File: src/rtl/intersection_sequencer.sv
// Two-road intersection sequencer with a pedestrian crossing. The main road rests on green.
// The side road and the crossing are served on demand, with phases timed in prescaler ticks.
module intersection_sequencer #(
    parameter int CNT_W      = 8,
    parameter int GREEN_MIN  = 8,
    parameter int GREEN_SIDE = 6,
    parameter int YELLOW     = 3,
    parameter int ALLRED     = 1,
    parameter int WALK       = 5
) (
    input  logic       clock,
    input  logic       reset,
    input  logic       tick,
    input  logic       side_car,
    input  logic       ped_req,
    output logic       main_red,
    output logic       main_yellow,
    output logic       main_green,
    output logic       side_red,
    output logic       side_yellow,
    output logic       side_green,
    output logic       walk,
    output logic [2:0] phase
);

    localparam logic [2:0] MAIN_GREEN  = 3'd0;
    localparam logic [2:0] MAIN_YELLOW = 3'd1;
    localparam logic [2:0] ALL_RED_A   = 3'd2;
    localparam logic [2:0] SIDE_GREEN  = 3'd3;
    localparam logic [2:0] SIDE_YELLOW = 3'd4;
    localparam logic [2:0] ALL_RED_B   = 3'd5;
    localparam logic [2:0] PED_WALK    = 3'd6;

    // Terminal timer values: a phase of D ticks ends on the tick seen at D-1.
    localparam logic [CNT_W-1:0] TIMER_MAX       = '1;
    localparam logic [CNT_W-1:0] GREEN_MIN_LAST  = CNT_W'(GREEN_MIN - 1);
    localparam logic [CNT_W-1:0] GREEN_SIDE_LAST = CNT_W'(GREEN_SIDE - 1);
    localparam logic [CNT_W-1:0] YELLOW_LAST     = CNT_W'(YELLOW - 1);
    localparam logic [CNT_W-1:0] ALLRED_LAST     = CNT_W'(ALLRED - 1);
    localparam logic [CNT_W-1:0] WALK_LAST       = CNT_W'(WALK - 1);

    logic [2:0]       state;
    logic [2:0]       state_nxt;
    logic [CNT_W-1:0] timer;
    logic             ped_pending;

    always_comb begin
        // NOTE: default assignment first so no path leaves state_nxt unassigned (no latch).
        state_nxt = state;
        case (state)
            MAIN_GREEN:
                if (tick && timer >= GREEN_MIN_LAST && (side_car || ped_pending))
                    state_nxt = MAIN_YELLOW;
            MAIN_YELLOW:
                if (tick && timer == YELLOW_LAST)
                    state_nxt = ALL_RED_A;
            ALL_RED_A:
                if (tick && timer == ALLRED_LAST)
                    state_nxt = ped_pending ? PED_WALK : SIDE_GREEN;
            PED_WALK:
                if (tick && timer == WALK_LAST)
                    state_nxt = side_car ? SIDE_GREEN : ALL_RED_B;
            SIDE_GREEN:
                if (tick && timer == GREEN_SIDE_LAST)
                    state_nxt = SIDE_YELLOW;
            SIDE_YELLOW:
                if (tick && timer == YELLOW_LAST)
                    state_nxt = ALL_RED_B;
            ALL_RED_B:
                if (tick && timer == ALLRED_LAST)
                    state_nxt = MAIN_GREEN;
            default:
                state_nxt = MAIN_GREEN;
        endcase
    end

    // NOTE: reset is sampled on the clock edge, so it appears only inside the clocked block.
    always_ff @(posedge clock) begin
        if (!reset) begin
            state       <= MAIN_GREEN;
            timer       <= '0;
            ped_pending <= 1'b0;
        end else begin
            // NOTE: non-blocking assignments keep all three registers updating from pre-edge values.
            state <= state_nxt;

            if (state_nxt != state)
                timer <= '0;
            else if (tick && timer != TIMER_MAX)
                timer <= timer + 1'b1;

            // Entering the walk phase consumes the request and wins over a same-cycle press.
            if (state_nxt == PED_WALK && state != PED_WALK)
                ped_pending <= 1'b0;
            else if (ped_req && state != PED_WALK)
                ped_pending <= 1'b1;
        end
    end

    always_comb begin
        main_red    = 1'b1;
        main_yellow = 1'b0;
        main_green  = 1'b0;
        side_red    = 1'b1;
        side_yellow = 1'b0;
        side_green  = 1'b0;
        walk        = 1'b0;
        case (state)
            MAIN_GREEN: begin
                main_red   = 1'b0;
                main_green = 1'b1;
            end
            MAIN_YELLOW: begin
                main_red    = 1'b0;
                main_yellow = 1'b1;
            end
            SIDE_GREEN: begin
                side_red   = 1'b0;
                side_green = 1'b1;
            end
            SIDE_YELLOW: begin
                side_red    = 1'b0;
                side_yellow = 1'b1;
            end
            PED_WALK:
                walk = 1'b1;
            default: ;
        endcase
    end

    assign phase = state;

endmodule
File: config.mk
export PLATFORM = sky130hd
export DESIGN_NAME = intersection_sequencer
export DESIGN_NICKNAME = d
export VERILOG_FILES = /design/src/rtl/intersection_sequencer.sv
export SDC_FILE = /design/constraint.sdc
export NUM_CORES = 1
export LEC_CHECK = 0
export ABC_AREA = 1
export BUFFER_PORTS_ARGS = -buffer_cell sky130_fd_sc_hd__buf_2
export CAP_MARGIN = 0
export CORE_ASPECT_RATIO = 0.8
export CORE_MARGIN = 2
export CORE_UTILIZATION = 55
export DETAILED_ROUTE_END_ITERATION = 8
export PLACE_DENSITY = 0.79
export SYNTH_ARGS = -nofsm -noshare
export SYNTH_HDL_FRONTEND = slang
export SYNTH_SLANG_ARGS = --single-unit
File: constraint.sdc
create_clock -name clock -period 1.8 [get_ports clock]
set_input_delay 0.36 -clock clock [delete_from_list [all_inputs] [get_ports clock]]
set_output_delay 0.36 -clock clock [all_outputs]
set_load 0.03 [all_outputs]
==> out/metrics.yaml <==
status: "finished clean"
cp-end-kind: "flop"
p_int_mw: 0.374
multi_input_area_um2: 631
place.gp.congestion: 0.893
start_util_pct: 58.6
grt_most_used_layer: "met1"
postCtsResizedCells: 0
ys_types: 24
fmax_ghz: 0.601
cp_cell_sequence: "inv_1 > ha_1 > nand2_1 > nor2_1 > nand2_1 > nand2_1 > nand2_2 > nor2_4 > nand2_2 > nand2_2 > nand3_4 > nor2_2"
crit_path_max_fanout: 8
worst-path-buf-inv: 1
slowest_delay_ps: 350
min_period_over_period_pct: 92.5
io_buffer_count: 14
rsz0062_at_grt: "no"
synth_seq_cells: 12
cts_tree: "done"
htreeDepth: 1
ir_worst_vdd_uv: 387
fin_crit_ps: 1660
grt_pass1_vias: 782
maxCapViolCount: 0
mostFrequentLayoutCells: "nand2_1 (29), buf_2 (14)"
worst_slew_pin_slew_ps: 220
die_area_mm2: 0.00210
crit_path_start_kind: "flop"
crit_slowest_cell: "dfxtp_2"
vias_per_cell: 5.02
grt_usage_pct: 21.8
grt_max_degree: 12
area_delta_synth_final_pct: 13.2
ios: 15
grt_pass1_wl_mm: 3.46
relSlewSlack_pct: 85.2
drive_gt1_share_pct: 40.3
grtUsageMet1_pct: 32.7
final_common_cell: "nand2_1"
skew_ps: 3.03
cts_root_buffer: "clkbuf_4"
syn_inst: 141
vias: 909
drtIter0Drc: 16
die_h_um: 41.4
ys_warn_count: 0
cts_buffer_depth: 2
met2_usage_pct: 30.0
avgSynthCellArea_um2: 6.83
fill_cells: 154
seq_area_frac_synth_pct: 24.9
worstSetupPathType: "reg2reg"
hp-class: "in2reg"
power.density_mw_per_mm2: 467
setup_tns_ps: 0
seqCellArea_um2: 244
setup_viol: 0
grtUsageMet3_pct: 7.55
rows: 13
hold_viol: 0
drcViolationCount: 0
fin_cells: 181
arrival_ps: 1870
path_delay_family: "simple AND/OR/NAND/NOR gates"
cts_made_buffers: 3
syn-cell-area_um2: 963
post_cts_buffers: 0
cts.hold.buffers_added: 0
wl_per_cell_um: 11.5
clock_latency_ps: 270
fin_nets: 170
antenna_cells: 0
hpwl_mm: 1.67
drt.antenna.violating_nets: 0
path_clk_slew_ps: 70
syn_nets: 150
switching_share_pct: 26.7
core_mm2: 0.00164
p_switching_mw: 0.136
drt-total-wl_mm: 2.09
power_frac_comb_pct: 12.5
critPathRequiredTime_ps: 2010
leakage_nw: 0.498
drv_slew: 0
die_w_um: 50.8
clock-sinks: 12
overflow: 0
antenna_found_initial: 0
first_pass_iters: 4
seq_power_share_pct: 55.0
placed_cells: 178
power_frac_clock_pct: 32.5
==> worst reg2reg max path, stage by stage (launching register included) <==
cell and delay (ps):
dfxtp_2 350, inv_1 100, ha_1 150, nand2_1 60
nor2_1 180, nand2_1 90, nand2_1 90, nand2_2 60
nor2_4 120, nand2_2 60, nand2_2 70, nand3_4 150
nor2_2 120
==> registers in the layout, summed over array words and instances (netlist names) <==
register	cells
ped_pending	1
phase	3
timer	8
==> metal layers <==
layer	share of wire, %	vias to the layer above
li1	-	482
met1	53	403
met2	41	22
met5	0	-
met3	5.5	2
met4	0.91	0
==> kinds of logic after synthesis <==
group           after synthesis  share of synthesized area (%)
compound gates               11                           6.23
xor+xnor                      4                           3.64
fa+ha+maj                     4                           5.20
buf+inv                      22                           9.61
flops                        12                           24.9
simple gates                 88                           50.4
==> cell type report <==
type	instances	area share, %
tap	22	2.52
timing repair buffer	16	7.80
clock buffer	3	2.06
inverter	21	7.45
multi-input combinational	107	57.8
sequential	12	22.4
==> metrics by stage <==
stage               hold slack [ps]  power [mW]  instance area [µm²]  util [%]  setup WS [ps]
floorplan                       513       0.329                  963         -           10.2
global placement                562       0.345                 1060      64.8            191
detailed placement              572       0.348                 1060      64.8           96.3
CTS                             342       0.513                 1090      66.2           57.3
global route                    360       0.535                 1090      66.4           1.07
finish                          345       0.510                 1090      66.4            135
==> final timing paths <==
check / from / end / slack (ps) / cells after the start
setup reg to reg: timer[1]$_SDFFE_PP0P_ / timer[2]$_SDFFE_PP0P_ / 140 / 12
hold reg to reg: timer[0]$_SDFFE_PP0P_ / timer[0]$_SDFFE_PP0P_ / 580 / 2
setup / recovery: timer[1]$_SDFFE_PP0P_ / timer[2]$_SDFFE_PP0P_ / 140 / 12
hold / removal: reset / ped_pending$_SDFFE_PP0P_ / 350 / 2
==> Yosys cell counts <==
cell type | number | area (µm²)
dfxtp_1 | 12 | 240
a31oi_1 | 1 | 6.26
nor2_4 | 4 | 45.0
nand4_1 | 2 | 12.5
inv_1 | 13 | 48.8
nand3_4 | 1 | 17.5
nor3_2 | 1 | 10.0
nor2_1 | 13 | 48.8
nand3_2 | 1 | 10.0
nor2_2 | 13 | 81.3
buf_6 | 1 | 11.3
ha_1 | 4 | 50.1
a21oi_1 | 4 | 20.0
inv_2 | 7 | 26.3
nor3b_1 | 1 | 7.51
inv_4 | 1 | 6.26
xor2_1 | 4 | 35.0
o2111ai_1 | 1 | 8.76
nand3_1 | 8 | 40.0
and3_1 | 1 | 6.26
nor3_4 | 1 | 16.3
nand2_1 | 29 | 109
nand2_2 | 13 | 81.3
o21ai_0 | 5 | 25.0
==> power groups by stage <==
stage / Sequential [mW] / Combinational (mW) / Clock, mW
final: 0.281 / 0.0637 / 0.166
after global routing: 0.282 / 0.0711 / 0.182
after CTS: 0.280 / 0.0628 / 0.171
after detailed placement: 0.286 / 0.0618 / 0
after global placement: 0.285 / 0.0597 / 0
after floorplan: 0.284 / 0.0452 / 0
No activity file was read; power rests on OpenSTA's default activity.
